===== src/rtl/attitude_pkg.sv =====
// Shared definitions for the attitude classifier: code bit positions, reset code and axis states.
package attitude_pkg;

    localparam int ATT_ROLL_SGN  = 3;
    localparam int ATT_PITCH_SGN = 2;
    localparam int ATT_ROLL_LVL  = 1;
    localparam int ATT_PITCH_LVL = 0;

    localparam logic [3:0] ATT_RESET = 4'b0011;

    typedef enum logic {
        LEVEL  = 1'b0,
        TILTED = 1'b1
    } axis_state_t;

endpackage


===== src/rtl/attitude_classifier_axis_level_tracker.sv =====
// One axis: saturating magnitude, whole-degree conversion, hysteresis FSM with debounce.
// ATT_TILT_ALARM_EN adds an above-alarm-threshold flag for the tilt alarm.
import attitude_pkg::*;

module axis_level_tracker #(
    parameter int DATA_W    = 16,
    parameter int FRAC_BITS = 4,
    parameter int ENTER_DEG = 8,
    parameter int EXIT_DEG  = 12,
    parameter int DEBOUNCE  = 4,
`ifdef ATT_TILT_ALARM_EN
    parameter int ALARM_DEG = 45,
`endif
    parameter int CNT_W     = 3
) (
    input  logic              clk,
    input  logic              reset,
    input  logic              valid,
    input  logic [DATA_W-1:0] raw,
`ifdef ATT_TILT_ALARM_EN
    output logic              over_alarm,
`endif
    output logic              level_next
);
    localparam logic [DATA_W-1:0] ENTER_L  = DATA_W'(ENTER_DEG);
    localparam logic [DATA_W-1:0] EXIT_L   = DATA_W'(EXIT_DEG);
    localparam logic [CNT_W-1:0]  DEB_L    = CNT_W'(DEBOUNCE);
    localparam logic [DATA_W-1:0] MOST_NEG = {1'b1, {(DATA_W-1){1'b0}}};
    localparam logic [DATA_W-1:0] MOST_POS = {1'b0, {(DATA_W-1){1'b1}}};

    logic [DATA_W-1:0] mag;
    logic [DATA_W-1:0] deg;
    logic [CNT_W-1:0]  cnt, cnt_next, cnt_inc;
    logic              qualify;
    axis_state_t       state, state_next;

    // The most negative code has no positive twin, so clamp it instead of wrapping.
    always_comb begin
        if (raw == MOST_NEG)
            mag = MOST_POS;
        else if (raw[DATA_W-1])
            mag = -raw;
        else
            mag = raw;
    end

    assign deg = mag >> FRAC_BITS;

`ifdef ATT_TILT_ALARM_EN
    assign over_alarm = deg > DATA_W'(ALARM_DEG);
`endif

    always_ff @(posedge clk) begin
        if (reset) begin
            state <= LEVEL;
            cnt   <= '0;
        end else begin
            state <= state_next;
            cnt   <= cnt_next;
        end
    end

    always_comb begin
        state_next = state;
        cnt_next   = cnt;
        qualify    = (state == LEVEL) ? (deg > EXIT_L) : (deg <= ENTER_L);
        cnt_inc    = cnt + 1'b1;
        if (valid) begin
            if (!qualify) begin
                cnt_next = '0;
            end else if (cnt_inc == DEB_L) begin
                state_next = (state == LEVEL) ? TILTED : LEVEL;
                cnt_next   = '0;
            end else begin
                cnt_next = cnt_inc;
            end
        end
    end

    always_comb begin
        level_next = (state_next == LEVEL);
    end

endmodule


===== src/rtl/attitude_classifier.sv =====
// Clocked roll/pitch attitude encoder: sign bits pass straight through, level bits are debounced.
// ATT_TILT_ALARM_EN adds a sustained-tilt alarm output.
import attitude_pkg::*;

module attitude_classifier #(
    parameter int DATA_W        = 16,
    parameter int FRAC_BITS     = 4,
    parameter int ENTER_DEG     = 8,
    parameter int EXIT_DEG      = 12,
    parameter int DEBOUNCE      = 4,
`ifdef ATT_TILT_ALARM_EN
    parameter int ALARM_DEG     = 45,
    parameter int ALARM_SAMPLES = 8,
`endif
    parameter int CNT_W         = 3
) (
    input  logic              i_Clk,
    input  logic              i_Reset,
    input  logic              i_Valid,
    input  logic [DATA_W-1:0] i_Roll_Raw,
    input  logic [DATA_W-1:0] i_Pitch_Raw,
`ifdef ATT_TILT_ALARM_EN
    output logic              o_Alarm,
`endif
    output logic [3:0]        o_Attitude,
    output logic              o_Valid,
    output logic              o_Changed
);
    if (!(ENTER_DEG < EXIT_DEG && DEBOUNCE >= 1 && DEBOUNCE < (1 << CNT_W))) begin : g_param_check
        $fatal(1, "attitude_classifier: bad ENTER_DEG/EXIT_DEG/DEBOUNCE/CNT_W");
    end

    logic       roll_level, pitch_level;
    logic [3:0] code_next;

`ifdef ATT_TILT_ALARM_EN
    logic roll_over, pitch_over;
`endif

    axis_level_tracker #(
        .DATA_W(DATA_W), .FRAC_BITS(FRAC_BITS), .ENTER_DEG(ENTER_DEG),
`ifdef ATT_TILT_ALARM_EN
        .ALARM_DEG(ALARM_DEG),
`endif
        .EXIT_DEG(EXIT_DEG), .DEBOUNCE(DEBOUNCE), .CNT_W(CNT_W)
    ) u_roll (
        .clk(i_Clk), .reset(i_Reset), .valid(i_Valid), .raw(i_Roll_Raw),
`ifdef ATT_TILT_ALARM_EN
        .over_alarm(roll_over),
`endif
        .level_next(roll_level)
    );

    axis_level_tracker #(
        .DATA_W(DATA_W), .FRAC_BITS(FRAC_BITS), .ENTER_DEG(ENTER_DEG),
`ifdef ATT_TILT_ALARM_EN
        .ALARM_DEG(ALARM_DEG),
`endif
        .EXIT_DEG(EXIT_DEG), .DEBOUNCE(DEBOUNCE), .CNT_W(CNT_W)
    ) u_pitch (
        .clk(i_Clk), .reset(i_Reset), .valid(i_Valid), .raw(i_Pitch_Raw),
`ifdef ATT_TILT_ALARM_EN
        .over_alarm(pitch_over),
`endif
        .level_next(pitch_level)
    );

    always_comb begin
        code_next                = ATT_RESET;
        code_next[ATT_ROLL_SGN]  = i_Roll_Raw[DATA_W-1];
        code_next[ATT_PITCH_SGN] = i_Pitch_Raw[DATA_W-1];
        code_next[ATT_ROLL_LVL]  = roll_level;
        code_next[ATT_PITCH_LVL] = pitch_level;
    end

    always_ff @(posedge i_Clk) begin
        if (i_Reset) begin
            o_Attitude <= ATT_RESET;
            o_Valid    <= 1'b0;
            o_Changed  <= 1'b0;
        end else if (i_Valid) begin
            o_Attitude <= code_next;
            o_Valid    <= 1'b1;
            o_Changed  <= (code_next != o_Attitude);
        end else begin
            o_Valid    <= 1'b0;
            o_Changed  <= 1'b0;
        end
    end

`ifdef ATT_TILT_ALARM_EN
    localparam int ACNT_W = $clog2(ALARM_SAMPLES + 1);
    localparam logic [ACNT_W-1:0] ALARM_L = ACNT_W'(ALARM_SAMPLES);

    logic [ACNT_W-1:0] alarm_cnt;

    // Count saturates so a long tilt holds the alarm without wrapping.
    always_ff @(posedge i_Clk) begin
        if (i_Reset) begin
            alarm_cnt <= '0;
            o_Alarm   <= 1'b0;
        end else if (i_Valid) begin
            if (!(roll_over || pitch_over)) begin
                alarm_cnt <= '0;
                o_Alarm   <= 1'b0;
            end else if (alarm_cnt != ALARM_L) begin
                alarm_cnt <= alarm_cnt + 1'b1;
                o_Alarm   <= ((alarm_cnt + 1'b1) == ALARM_L);
            end
        end
    end
`endif

endmodule


===== config.mk =====
export PLATFORM = sky130hd
export DESIGN_NAME = attitude_classifier
export DESIGN_NICKNAME = d
export VERILOG_FILES = /design/src/rtl/attitude_pkg.sv /design/src/rtl/attitude_classifier_axis_level_tracker.sv /design/src/rtl/attitude_classifier.sv
export SDC_FILE = /design/constraint.sdc
export NUM_CORES = 1
export LEC_CHECK = 0
export CAP_MARGIN = 10
export CORE_MARGIN = 1
export CORE_UTILIZATION = 50
export CTS_BUF_LIST = sky130_fd_sc_hd__clkbuf_4
export CTS_CLUSTER_SIZE = 12
export DETAILED_ROUTE_END_ITERATION = 10
export PLACE_DENSITY = 0.91
export REMOVE_ABC_BUFFERS = 1
export SLEW_MARGIN = 20
export SYNTH_ARGS = -nofsm -noshare
export SYNTH_HDL_FRONTEND = slang
export SYNTH_HIERARCHICAL = 1
export SYNTH_SLANG_ARGS = --single-unit

===== constraint.sdc =====
create_clock -name i_Clk -period 5.09 [get_ports i_Clk]
set_clock_uncertainty 0.15 [all_clocks]
set_input_delay 1.018 -clock i_Clk [delete_from_list [all_inputs] [get_ports i_Clk]]
set_output_delay 1.018 -clock i_Clk [all_outputs]
set_load 0.1 [all_outputs]

==> results of run 1 <==
-- cells in the mapped netlist, types with 3 or more instances --
cell type / number
a21oi_1: 14
dfxtp_1: 14
nand2_1: 12
nor2_1: 12
nor3_1: 8
nand2b_1: 6
nor2b_1: 5
a31oi_1: 4
and3_1: 4
ha_1: 4
mux2i_1: 4
nand4_1: 4
o211ai_1: 4
or4_4: 4
xor2_1: 4
buf_2: 3
-- metrics by stage --
stage	util, %	cells	power [mW]
finish	73.2	212	0.285
global route	73.2	212	0.302
CTS	73.2	212	0.286
detailed placement	72.0	208	0.222
global placement	72.0	208	0.217
floorplan	-	140	0.169
-- layout by cell type, fill, tap and decap left out, drive strengths merged, types with 4 or more instances in the layout --
cell	instances
a21oi	16
a31oi	4
and3	4
clkdlybuf4s50	40
dfxtp	14
ha	4
mux2i	4
nand2	12
nand2b	6
nand4	4
nor2	12
nor2b	5
nor3	8
o211ai	4
or4	6
xor2	4
-- worst min-delay path: cells and delay by family (launching register included) --
family	cells	cell delay [ps]
AO/OA/AOI/OAI	1	60
AND/OR/NAND/NOR	1	70
flip-flops	1	340
-- worst min path at each step --
stage	endpoint	slack, ps	cells past startpoint
after floorplan	u_pitch/cnt[1]	310	2
after global placement	u_roll/cnt[1]	330	2
after detailed placement	u_pitch/cnt[1]	350	2
after CTS	u_pitch/cnt[1]	360	2
after global routing	u_pitch/cnt[1]	380	2
final	u_pitch/cnt[1]	360	2
-- logic make-up (layout without fill, tap and decap cells) --
family	count (synthesis)	after routing
AO/OA/AOI/OAI	41	41
XOR/XNOR	6	6
adder cells (fa/ha/maj)	4	4
buffers and inverters	7	46
flip-flops	14	14
multiplexers	4	4
AND/OR/NAND/NOR	69	69
-- report_power, final --
part           internal (mW)  total (mW)  switching [mW]
registers              0.115       0.119         0.00451
logic                 0.0460       0.100          0.0544
clock network         0.0284      0.0656          0.0371
-- metal layers --
metal / vias to the layer above / GRT usage (%)
li1: 645 / -
met1: 614 / 26.6
met2: 49 / 53.2
met3: 2 / 5.85
met4: 0 / 4.50
met5: - / 0
-- layout make-up --
class	count	area, sq um	share of cell area, %
multi-input combinational	124	901	54.6
timing repair buffer	40	400	24.3
sequential	14	280	17.0
tap	28	35.0	2.12
clock buffer	3	22.5	1.36
inverter	2	7.51	0.455
clock inverter	1	3.75	0.227
==> impl_metrics.json, run 1 <==
{
  "initial_core_util_pct": 54.4,
  "synth.top_cell.area_share_pct": 22.9,
  "antenna_found_initial": 0,
  "rrSetupSlack_ps": 2880,
  "ir_drop_mv": 0.126,
  "path_max_fanout": 3,
  "core_area_sq_um": 2250,
  "cts_tree": "built",
  "clock_sinks": 14,
  "crit_required_ps": 5110,
  "timing.critical_path.max_delay_family": "compound AO/OA/AOI/OAI gates",
  "wl_met1_microns": 1190,
  "dieArea_sq_um": 2650,
  "grt_pass1_vias": 1293,
  "die_w_microns": 51.5,
  "die_y_microns": 51.5,
  "hold_viol": 0,
  "startpoint_type": "input port",
  "worst-path-stages": 10,
  "rsz0062_at_grt": "no",
  "cts_resized": 0,
  "viasPerCell": 6.18,
  "cp.arrival_ps": 3670,
  "diodes": 0,
  "wl_per_cell_microns": 14.3,
  "synthSimpleGateAreaFrac_pct": 35.6,
  "synth_edf_count": 0,
  "clk_path_buf_depth": 2,
  "slowest_delay_ps": 600,
  "reg2reg_depth": 7,
  "yosysSeqAreaShare_pct": 22.9,
  "status": "finished clean",
  "wl_met3_microns": 178,
  "slew_headroom_pct": 33.3,
  "cpMaxStageDelayCell": "or4_4",
  "synth_fa_ha_area_share_pct": 4.08,
  "route.detailed.drc": 0,
  "grt_pass1_wl_microns": 5300,
  "synth_top_family_by_area": "simple AND/OR/NAND/NOR gates",
  "r2r_end": "o_Changed",
  "crit_buf_inv": 1,
  "final_area_sq_um": 1650,
  "top_layer_used": "met4",
  "dr_wl_met2_microns": 1660,
  "syn_inst": 145,
  "leakagePower_nw": 0.576,
  "holdWs_ps": 360,
  "clkTransAtPathRegs_ps": 90,
  "synth_flop_cell": "dfxtp_1",
  "dpl_cell_area_sq_um": 1620,
  "crit_type": "in -> reg",
  "synthTopCellsByArea": "dfxtp_1, a21oi_1, ha_1",
  "synth.mux.area_fraction_pct": 3.27,
  "endpoint": "o_Changed",
  "fin_nets": 224,
  "h-tree-depth": 1,
  "worstSetupStartpoint": "i_Roll_Raw[3]",
  "drtIter0Drc": 27,
  "drive_gt1_share_pct": 13.6,
  "max_freq_mhz": 274,
  "ys_ff_latch": 14,
  "syn_area_sq_um": 1230,
  "hp-start": "u_pitch/cnt[1]",
  "grt_max_degree": 26,
  "p_per_area_nw_per_um2": 173,
  "rows": 17,
  "min_period_ps": 3650,
  "hold_path.class": "reg -> reg",
  "synth_xor_area_share_pct": 4.29,
  "synth_async_sr_flop_share_pct": 0,
  "end_kind": "flop",
  "post_cts_buffers": 0,
  "holdBufCountCts": 0,
  "io_pins": 41,
  "synth-compound-area-share_pct": 26.2,
  "r2r_start": "u_roll/cnt[0]",
  "dp_worst_setup_slack_ps": 1180,
  "synth_top_cell_by_area": "dfxtp_1",
  "synth.distinct_cells": 36,
  "drt_pass1_iterations": 4,
  "final_antenna_net_count": 0,
  "syn_avg_cell_area_sq_um": 8.46,
  "cap_violations": 0,
  "numCtsBuffers": 3,
  "fillers": 187,
  "period_share_pct": 71.6,
  "setup_viol": 0,
  "drt-total-wl_microns": 3040,
  "path_cells": "clkdlybuf4s50_1, or4_4, o21ai_2, mux2i_1, o211a_2, nand2_1, a31oi_1, a31o_2, xor2_1, o41a_1",
  "setup_tns_ps": 0,
  "gp_congestion": 0.815,
  "worstMarginPinSlew_ps": 998,
  "maxSlewViolCount": 0,
  "grt_use_total_pct": 26.1,
  "hpwlAfterDp_microns": 2450,
  "grt-ovfl-total": 0,
  "yosysWarnings": 6,
  "port_buffers": 40,
  "syn2layout_area_growth_pct": 34.6,
  "vias": 1310,
  "clk_latency_ps": 280,
  "root_buffer": "clkbuf_4",
  "layout_setup_ws_ps": 1440
}
Note: power is estimated with default switching activity, not from simulation.
==> run 2: changes to the inputs <==
- CORE_UTILIZATION: 50 -> 43
- PLACE_DENSITY: 0.91 -> 0.84
- clock period: 5.09 -> 3.1 ns (I/O delays scaled with it)
==> run 2 against run 1 <==
  * Sequential power grew 65%
  * Power grew 75%
  * Register-to-register slack worse by 1900 ps
  * Clock power is 68% higher
  * Sequential cell count stayed put
  * Critical endpoint unchanged
  * Largest cell class unchanged
  * Largest power group unchanged
  * Highest routed layer unchanged
==> impl_metrics.json, run 2 (same netlist as run 1, synthesis figures left out) <==
{
  "p_comb_share_pct": 38.7,
  "route.detailed.drc": 0,
  "vias": 1476,
  "fin_nets": 257,
  "dieArea_sq_um": 3070,
  "min_period_ps": 3050,
  "crit_required_ps": 3130,
  "intPower_mw": 0.329,
  "final_common_cell": "buf_4",
  "clk_path_buf_depth": 2,
  "grt_use_total_pct": 25.3,
  "drt-total-wl_microns": 3890,
  "power_mw": 0.499,
  "maxSlewViolCount": 0,
  "wl_per_cell_microns": 15.7,
  "worstSetupStartpoint": "i_Pitch_Raw[3]",
  "final_cells": 248,
  "final_cell_mix": "buf_4, clkdlybuf4s50_1, dfxtp_1, a21oi_1, nor2_1",
  "clkPwrFrac_pct": 21.9,
  "setup_viol": 0,
  "dp_worst_setup_slack_ps": -292,
  "drive_gt1_share_pct": 30.9,
  "r2r_start": "u_roll/cnt[0]",
  "drtIter0Drc": 92,
  "diodes": 0,
  "layout_setup_ws_ps": 52.0,
  "grt_pass1_vias": 1461,
  "ir_drop_mv": 0.289,
  "sw_frac_of_total_pct": 34.0,
  "power.net_switching_mw": 0.170,
  "r2r_end": "o_Changed",
  "cts_tree": "built",
  "hold_path.class": "reg -> reg",
  "holdPathStages": 2,
  "clkTransAtPathRegs_ps": 90,
  "numCtsBuffers": 3,
  "gp_congestion": 0.862,
  "cap_violations": 0,
  "grt_pass1_wl_microns": 6260,
  "drt_pass1_iterations": 4,
  "fillers": 200,
  "slew_headroom_pct": 64.0,
  "endpoint": "o_Changed",
  "die_w_microns": 55.4,
  "initial_core_util_pct": 44.9,
  "clock_sinks": 14,
  "power_frac_seq_pct": 39.3,
  "p_per_area_nw_per_um2": 260,
  "hpwlAfterDp_microns": 3040,
  "final_antenna_net_count": 0,
  "final_util_pct": 70.1,
  "rows": 19,
  "worstMarginPinSlew_ps": 538,
  "port_buffers": 40,
  "grt_max_degree": 16,
  "syn2layout_area_growth_pct": 56.3,
  "h-tree-depth": 1,
  "multiInputGateArea_sq_um": 923,
  "clk_latency_ps": 290,
  "rrSetupSlack_ps": 930,
  "crit_type": "in -> reg",
  "reg2reg_depth": 7,
  "leakagePower_nw": 0.783,
  "end_kind": "flop",
  "root_buffer": "clkbuf_4",
  "viasPerCell": 5.95,
  "status": "finished clean",
  "core_area_sq_um": 2730,
  "ff_latch_area_sq_um": 280,
  "dp.cells": 243,
  "cp.arrival_ps": 3080,
  "period_share_pct": 98.3,
  "startpoint_type": "input port",
  "io_pins": 41,
  "grt-ovfl-total": 0,
  "path_max_fanout": 3,
  "antenna_found_initial": 0,
  "hold_viol": 0,
  "die_y_microns": 55.4,
  "max_freq_mhz": 328
}
## run 2: cell types whose count changed in the layout (fill, tap and decap cells not counted)
| cell | before | now |
|---|---|---|
| dlymetal6s2s_1 | 0 | 3 |
| nand2_1 | 12 | 11 |
| nand2_2 | 0 | 1 |
| clkdlybuf4s50_1 | 40 | 31 |
| a31oi_2 | 0 | 2 |
| buf_4 | 0 | 39 |
| o211a_4 | 0 | 1 |
| a31oi_1 | 4 | 2 |
| o211a_2 | 2 | 1 |
## run 2: power by group through the flow
stage | Sequential, mW | Clock (mW) | Combinational (mW)
6_report | 0.196 | 0.110 | 0.193
5_1_grt | 0.197 | 0.122 | 0.205
4_1_cts | 0.196 | 0.111 | 0.191
3_5_place_dp | 0.200 | 0 | 0.190
3_3_place_gp | 0.199 | 0 | 0.181
2_1_floorplan | 0.230 | 0 | 0.0478
## run 2: area by class of cell
type | instances | area share [%]
Clock inverter | 1 | 0.196
Multi-Input combinational cell | 124 | 48.2
Tap cell | 31 | 2.02
Sequential cell | 14 | 14.6
Clock buffer | 3 | 1.17
Inverter | 2 | 0.392
Timing Repair Buffer | 73 | 33.4
## run 2: worst min-delay path by stage
stage                              start              to  slack (ps)
after global routing      u_pitch/cnt[0]  u_pitch/cnt[0]         390
after floorplan           u_pitch/cnt[1]  u_pitch/cnt[1]         310
after CTS                  u_roll/cnt[1]   u_roll/cnt[1]         370
after detailed placement   u_roll/cnt[1]   u_roll/cnt[1]         360
final                     u_pitch/cnt[2]  u_pitch/cnt[2]         360
after global placement     u_roll/cnt[1]   u_roll/cnt[1]         330
## run 2: critical path, stage by stage
cell and delay (ps):
clkdlybuf4s50_1 420, or4_4 570, o21ai_2 180, mux2i_1 260, o211a_4 210, nand2_2 70
a31oi_2 210, a31o_2 150, xor2_1 60, o41a_1 310
## run 2: what timing repair did
action	in CTS	in global routing
gates resized for setup	0	7
setup endpoints to repair	0	1
setup buffers	0	1
hold buffers	0	0
## run 2: per-stage QoR
stage                     setup TNS (ps)  hold WS (ps)  instance area, sq um
after detailed placement            -337           356                  1850
after global routing               -19.5           388                  1920
final                                  0           361                  1920
after CTS                              0           367                  1880
after floorplan                        0           309                  1190
after global placement              -196           326                  1850
## run 2: routing by layer
layer,up-vias,part of all wire (%),track usage [%]
met2,56,52,45.6
met3,12,5.4,5.15
met5,-,0,0
met4,0,2.3,9.29
met1,704,40,29.3
li1,704,-,-
==> run 3: changes to the inputs <==
- CORE_ASPECT_RATIO: default -> 1.25
- CORE_UTILIZATION: 43 -> 41
- CTS_BUF_LIST: sky130_fd_sc_hd__clkbuf_4 -> default
- PLACE_DENSITY: 0.84 -> 0.81
==> run 3 against run 2 <==
  * Sequential share of layout area down 0.25 points
  * Non-clock buffer count is 3 higher
  * Cell count is 2.4% higher
  * Global-route usage is 3.5 points lower
  * Largest power group unchanged
  * Sequential cell count unchanged
  * Hold slack lost 8.0 ps
  * Via count fell by 2.6%
  * Critical path depth unchanged
  * Critical endpoint unchanged
  * Count of clock-buffer cells in the layout grew 1
  * Power increased by 2.8%
  * Combinational power shrank 2%
==> impl_metrics.json, run 3 (same netlist as run 1, synthesis figures left out) <==
{
  "final_cells": 254,
  "fillers": 226,
  "drt_pass1_iterations": 4,
  "crit_type": "in -> reg",
  "gp_congestion": 0.816,
  "grt_use_total_pct": 21.8,
  "vias": 1437,
  "end_kind": "flop",
  "root_buffer": "clkbuf_4",
  "path_max_fanout": 3,
  "initial_core_util_pct": 44.4,
  "drt-total-wl_microns": 3500,
  "fin_nets": 260,
  "dieArea_sq_um": 3210,
  "holdWs_ps": 353,
  "io_pins": 41,
  "slew_headroom_pct": 65.7,
  "status": "finished clean",
  "drtIter0Drc": 31,
  "clkTransAtPathRegs_ps": 90,
  "cp.arrival_ps": 3030,
  "diodes": 0,
  "grt_pass1_wl_microns": 5620,
  "rows": 21,
  "route.detailed.drc": 0,
  "grt_pass1_vias": 1454,
  "final_antenna_net_count": 0,
  "p_per_area_nw_per_um2": 263,
  "leakagePower_nw": 0.819,
  "final_common_cell": "buf_4",
  "cap_violations": 0,
  "h-tree-depth": 1,
  "port_buffers": 40,
  "hold_path.class": "reg -> reg",
  "layout_setup_ws_ps": 78.7,
  "die_w_microns": 50.9,
  "dp.cells": 246,
  "grt_max_degree": 14,
  "worstMarginPinSlew_ps": 513,
  "numCtsBuffers": 3,
  "antenna_found_initial": 0,
  "final_cell_mix": "buf_4, clkdlybuf4s50_1, dfxtp_1, a21oi_1",
  "period_share_pct": 97.5,
  "grt-ovfl-total": 0,
  "clk_latency_ps": 270,
  "startpoint_type": "input port",
  "hold_viol": 0,
  "core_area_sq_um": 2760,
  "drive_gt1_share_pct": 31.8,
  "dp_worst_setup_slack_ps": -261,
  "clock_sinks": 14,
  "setup_viol": 0,
  "holdBufCountCts": 0,
  "power_mw": 0.513,
  "maxSlewViolCount": 0,
  "ir_drop_mv": 0.181,
  "hpwlAfterDp_microns": 2750,
  "cts_tree": "built",
  "clk_path_buf_depth": 2,
  "syn2layout_area_growth_pct": 59.1,
  "die_y_microns": 63.1,
  "crit_required_ps": 3100,
  "wl_per_cell_microns": 13.8,
  "max_freq_mhz": 331,
  "min_period_ps": 3020,
  "viasPerCell": 5.66
}
run 3: worst paths after layout:
check                           cells after the start  slack (ps)            from              to
worst max-delay path                               10          80  i_Pitch_Raw[7]       o_Changed
worst min-delay path                                2         350  u_pitch/cnt[1]  u_pitch/cnt[1]
worst max register to register                      7         860   u_roll/cnt[0]       o_Changed
worst min register to register                      2         350  u_pitch/cnt[1]  u_pitch/cnt[1]
run 3: cell type report:
| class | count | area, sq um | area share [%] |
|---|---|---|---|
| multi-input cells | 124 | 913 | 46.8 |
| repair buffers | 76 | 671 | 34.4 |
| flip-flops and latches | 14 | 280 | 14.4 |
| well taps | 34 | 42.5 | 2.18 |
| clock buffers | 4 | 36.3 | 1.86 |
| inverters | 2 | 7.51 | 0.385 |
run 3: through the flow:
| step | setup TNS (ps) | cell area, sq um | util [%] |
|---|---|---|---|
| 3_5_place_dp | -261 | 1860 | 67.3 |
| 5_1_grt | -25.4 | 1950 | 70.7 |
| 2_1_floorplan | 0 | 1190 | - |
| 4_1_cts | 0 | 1890 | 68.6 |
| 6_report | 0 | 1950 | 70.7 |
| 3_3_place_gp | -189 | 1860 | 67.3 |
run 3: worst max-delay path, cell delays in order:
cell             delay, ps
clkdlybuf4s50_1        420
or4_4                  540
o21ai_2                140
mux2i_1                200
o211a_2                220
nand2_1                 80
a31oi_2                210
a31o_2                 160
xor2_1                  70
o41a_1                 360
run 3: routing by layer:
metal / wire (microns) / global-route usage [%] / share of wire [%]
met4: 65 / 8.33 / 1.9
met2: 2000 / 43.4 / 57
met1: 1280 / 22.1 / 37
met5: 0 / 0 / 0
met3: 154 / 1.69 / 4.4
run 3: report_power, final:
part | internal, mW | leakage, nW | total (mW) | switching, mW
clock | 0.0713 | 0.0210 | 0.128 | 0.0565
sequential | 0.189 | 0.115 | 0.196 | 0.00785
combinational | 0.0936 | 0.683 | 0.189 | 0.0951
run 3: repair_timing:
action,in CTS,in global routing
setup buffers,0,4
gates resized for setup,0,8
setup endpoints to repair,0,1
